===== src/rtl/reply_router.sv =====
// Return-path router: snoops forward transfers to learn per-destination return tags and
// round-robins pending 4-bit replies onto one valid/ready channel. Optional: REPLY_TIMEOUT_EN.
module reply_router #(
    parameter int unsigned TIMEOUT = 15
) (
    input  logic        clk,
    input  logic        rst_n,
    input  logic        fwd_valid,
    input  logic [1:0]  fwd_src,
    input  logic [1:0]  fwd_dst,
    input  logic [3:0]  rsp_req,
    input  logic [15:0] rsp_data,
    output logic [3:0]  rsp_ack,
    output logic        ret_valid,
    input  logic        ret_ready,
    output logic [3:0]  ret_data,
    output logic [1:0]  ret_src,
    output logic [1:0]  ret_dst,
    output logic [1:0]  err
);
    typedef enum logic [1:0] {IDLE, SEND, DONE} state_t;

    state_t          state, state_next;
    logic [3:0]      pending;
    logic [3:0][1:0] tag;
    logic [1:0]      rr;
    logic [1:0]      win;
    logic [3:0]      elig;
    logic            any_elig;
    logic            err_orphan;
    logic            err_timeout;

    if (TIMEOUT < 1 || TIMEOUT > 15) begin : g_bad_timeout
        $error("reply_router: TIMEOUT must be in 1..15");
    end

    assign elig = rsp_req & pending;

    always_comb begin
        win      = '0;
        any_elig = 1'b0;
        for (int unsigned k = 0; k < 4; k++) begin
            if (!any_elig && elig[rr + 2'(k)]) begin
                any_elig = 1'b1;
                win      = rr + 2'(k);
            end
        end
    end

`ifdef REPLY_TIMEOUT_EN
    logic [3:0] cnt;
    logic       timed_out;
`endif

    always_comb begin
        state_next = state;
`ifdef REPLY_TIMEOUT_EN
        timed_out  = 1'b0;
`endif
        case (state)
            IDLE: if (any_elig) state_next = SEND;
            SEND: begin
                if (ret_ready) begin
                    state_next = DONE;
`ifdef REPLY_TIMEOUT_EN
                end else if (cnt == 4'(TIMEOUT - 1)) begin
                    // count reaches TIMEOUT on this cycle; a handshake here takes priority
                    state_next = DONE;
                    timed_out  = 1'b1;
`endif
                end
            end
            DONE:    state_next = IDLE;
            default: state_next = IDLE;
        endcase
    end

    always_ff @(posedge clk or negedge rst_n) begin
        if (!rst_n) state <= IDLE;
        else        state <= state_next;
    end

    always_ff @(posedge clk or negedge rst_n) begin
        if (!rst_n) begin
            pending    <= '0;
            tag        <= '0;
            rr         <= '0;
            ret_data   <= '0;
            ret_src    <= '0;
            ret_dst    <= '0;
            err_orphan <= 1'b0;
        end else begin
            if (state == IDLE && any_elig) begin
                ret_data <= rsp_data[{win, 2'b00} +: 4];
                ret_src  <= tag[win];
                ret_dst  <= win;
            end
            if (state == DONE) begin
                pending[ret_dst] <= 1'b0;
                rr               <= ret_dst + 2'd1;
            end
            // later assignment lets a same-cycle capture win over the DONE clear
            if (fwd_valid) begin
                pending[fwd_dst] <= 1'b1;
                tag[fwd_dst]     <= fwd_src;
            end
            if (|(rsp_req & ~pending)) err_orphan <= 1'b1;
        end
    end

`ifdef REPLY_TIMEOUT_EN
    always_ff @(posedge clk or negedge rst_n) begin
        if (!rst_n) begin
            cnt         <= '0;
            err_timeout <= 1'b0;
        end else begin
            if (state != SEND) cnt <= '0;
            else               cnt <= cnt + 4'd1;
            if (timed_out) err_timeout <= 1'b1;
        end
    end
`else
    assign err_timeout = 1'b0;
`endif

    always_comb begin
        rsp_ack = '0;
        if (state == DONE) rsp_ack[ret_dst] = 1'b1;
    end

    assign ret_valid = (state == SEND);
    assign err       = {err_timeout, err_orphan};

endmodule


===== config.mk =====
export PLATFORM = sky130hd
export DESIGN_NAME = reply_router
export DESIGN_NICKNAME = d
export VERILOG_FILES = /design/src/rtl/reply_router.sv
export SDC_FILE = /design/constraint.sdc
export NUM_CORES = 1
export LEC_CHECK = 0
export CAP_MARGIN = 10
export CORE_ASPECT_RATIO = 1.5
export CORE_MARGIN = 2
export CORE_UTILIZATION = 54
export CTS_CLUSTER_SIZE = 28
export DETAILED_ROUTE_END_ITERATION = 12
export GPL_TIMING_DRIVEN = 0
export PLACE_DENSITY = 0.92
export SYNTH_ARGS = -nofsm -noshare
export SYNTH_HDL_FRONTEND = slang
export SYNTH_SLANG_ARGS = --single-unit

===== constraint.sdc =====
create_clock -name clk -period 2.6 [get_ports clk]
set_clock_uncertainty 0.1 [all_clocks]
set_input_delay 0.65 -clock clk [delete_from_list [all_inputs] [get_ports clk]]
set_output_delay 0.65 -clock clk [all_outputs]
set_load 0.01 [all_outputs]

==> out/metrics.csv <==
metric;value;unit
Inserted Clock Buffers;3;
Max-Cap Viols;0;
Worst Path Buf+Inv;1;
CTS Buffer Depth;2;
Synth Instances;180;
share of layout cells above drive strength 1;21.2;%
Area Overhead vs Synth;29.5;%
crit-path cells;nor2b_2, and2_1, clkdlybuf4s50_1;
critical path required time;1.85;ns
pre-CTS setup slack;-0.0431;ns
HPWL Detailed;3.26;mm
Die Ht;75.1;um
RD Place Congestion;0.895;
FF+latch count, synth;25;
number of synthesized flops with an enable pin;0;
Hold Vio Cnt, Final;0;
dpl cells;261;
hold path depth;2;
n_diodes;0;
Total Routed Length;4.75;mm
status;completed;
top_reg_cell synth;dfrtp_1;
Hold WC Path Type;reg -> reg;
Initial DRT Pass Iterations;4;
HP Start;ret_data[3]$_DFFE_PN0P_;
Pins Over Slew Limit;0;
Max VDD drop;0.631;mV
wire per inst;17.9;um
Crit. End Element;output pin;
Leak;0.969;nW
largest cells by area after synthesis;dfrtp_1, a21bo_2, a211oi_2;
Overall Power;2.07;mW
H-tree depth;1;
CP max stage delay;0.55;ns
largest net degree at the start of global routing;26;
CP max-delay cell;clkdlybuf4s50_1;
DP Area;2280;um2
Remaining DRCs;0;
Syn Nets;212;
cell family with most CP delay;buffers and inverters;
non-filler instance count after layout;266;
synth unique cells;42;
initial DRC count;58;
Hold EP;ret_data[3]$_DFFE_PN0P_;
I/O Pins;43;
CTS root buf;clkbuf_8;
Util after Layout;73.8;%
PwrDens;881;nW/um2
worst hold slack;0.391;ns
Yosys warning count;0;
RR Endpoint;ret_src[1]$_DFFE_PN0P_;
clk sinks;25;
final cycle utilization of the critical path;95.3;%
Die Wd;51.4;um
startpoint class of the critical path;flop;
worst r2r src;rr[1]$_DFFE_PN0P_;
R2R Setup Slk;0.63;ns
FP Rows;25;
PortBufs;41;
fmax;404;MHz
number of setup buffers added after CTS;0;
Final Net Count;259;
RSZ-0062 raised after global routing;no;
Clock transition at path regs;0.09;ns
grt total ovfl;0;
CTS tree;built;
Worst EP arrival;1.73;ns
Final ANT Viol Nets;0;
core area;3190;um2
Mean Syn Cell Area;10.1;um2
global-route wire length before repair;7.52;mm
initial antenna violation count;0;
critical path depth;3;
worst-case reg-to-reg path depth;6;
Critical Path Fanout Max;7;
Post-synth ARST share;100;%
Tot GR Track Use;25.8;%
setup_tns;0;ns
WS Path Type;reg -> out;
vias in the first global route;1560;
Initial Utilization;57.0;%
clk_lat worst skew;0.27;ns
Synth top area share;34.4;%
die area;3860;um2
post-synthesis sequential area ratio;34.4;%
Finish-stage setup viols;0;
Cell Area, Synth;1820;um2
minimum clock period after layout;2.48;ns
cell taking the most area after synthesis;dfrtp_1;
Post-Layout Inst Area;2350;um2
via count;1651;
Via density;6.21;
PnR worst setup slack;0.123;ns
==> cell families after synthesis <==
group                      count (synthesis)  share of synthesized area [%]
AOI/OAI and AO/OA                         69                           34.3
adders and majority gates                  4                           2.75
buffers and inverters                     24                           6.81
DFF                                       25                           34.4
muxes                                      9                           5.57
other                                      1                          0.206
and+or+nand+nor                           48                           15.9
==> report_power, final <==
group | internal [mW] | switching [mW]
Clock | 0.110 | 0.127
Sequential | 0.527 | 0.118
Combinational | 0.581 | 0.611
Total | 1.22 | 0.856
==> tightest hold or removal path, cell delays in order, from the launching register on <==
cell and delay [ns]:
dfrtp_1 0.35, nand2_1 0.05, o221ai_1 0.06
==> worst max-delay path by stage <==
stage,from,end,slack [ns]
final,state[0]$_DFFE_PN0P_,rsp_ack[3],0.12
after global routing,state[0]$_DFFE_PN0P_,rsp_ack[0],0.05
after CTS,state[0]$_DFFE_PN0P_,rsp_ack[0],0.12
after detailed placement,rsp_req[0],ret_data[2]$_DFFE_PN0P_,-0.04
after global placement,rsp_req[0],ret_src[0]$_DFFE_PN0P_,-0.01
after floorplan,rsp_req[2],ret_data[0]$_DFFE_PN0P_,0.67
==> cell usage in the layout (no fill, tap or decap), types with 2 or more instances in the layout <==
cell / synthesis / routed
o21ai_1: 3 / 3
a21boi_0: 12 / 12
a21oi_1: 2 / 2
nand2_1: 12 / 12
o21ai_0: 3 / 3
o221ai_1: 5 / 5
clkbuf_1: 9 / 10
clkdlybuf4s50_1: 0 / 41
a211oi_2: 9 / 9
nand3b_1: 3 / 3
inv_1: 7 / 7
a21bo_2: 12 / 12
dfrtp_1: 25 / 25
nand3_1: 2 / 2
nor2_1: 2 / 2
and2_1: 6 / 6
a211oi_1: 3 / 3
and3_1: 12 / 12
clkbuf_8: 0 / 3
buf_4: 2 / 2
mux2_2: 9 / 9
ha_1: 4 / 4
buf_6: 3 / 3
buf_2: 3 / 3
nand2b_1: 2 / 2
a311oi_1: 12 / 12
==> area by class of cell <==
type	count	area [um2]
fillers	250	837
flip-flops and latches	25	626
well taps	40	50.0
inverters	7	26.3
clock buffers	4	45.0
plain buffers	17	97.6
repair buffers	42	438
multi-input cells	131	1070
==> registers in the layout, summed over array words and instances (netlist names) <==
signal      flops
err_orphan      1
tag             8
ret_dst         2
ret_data        4
state           2
pending         4
rr              2
ret_src         2
==> per-layer routing <==
layer  wire length [um]  part of all wire, %  vias up  GRT usage [%]
met5                  0                    0        -              0
met2               2480                   52       52           44.7
met4                 73                  1.5        0           9.65
met1               2000                   42      815           33.4
li1                   -                    -      778              -
met3                196                  4.1        6           2.38
==> timing repair <==
item	CTS	global route
resized for setup	1	0
setup endpoints to repair	3	0
hold buffers	0	0
hold endpoints to repair	0	0
==> cells in the mapped netlist (2+ instances only) <==
cell type and count:
o21ai_1 3, a311oi_1 12, ha_1 4, nor2_1 2
o21ai_0 3, o221ai_1 5, buf_4 2, a21oi_1 2
nand3b_1 3, nand2b_1 2, mux2_2 9, a211oi_1 3
and2_1 6, buf_6 3, a21bo_2 12, and3_1 12
buf_2 3, clkbuf_1 9, a211oi_2 9, inv_1 7
nand2_1 12, a21boi_0 12, dfrtp_1 25, nand3_1 2
No activity file was read; power rests on OpenSTA's default activity.
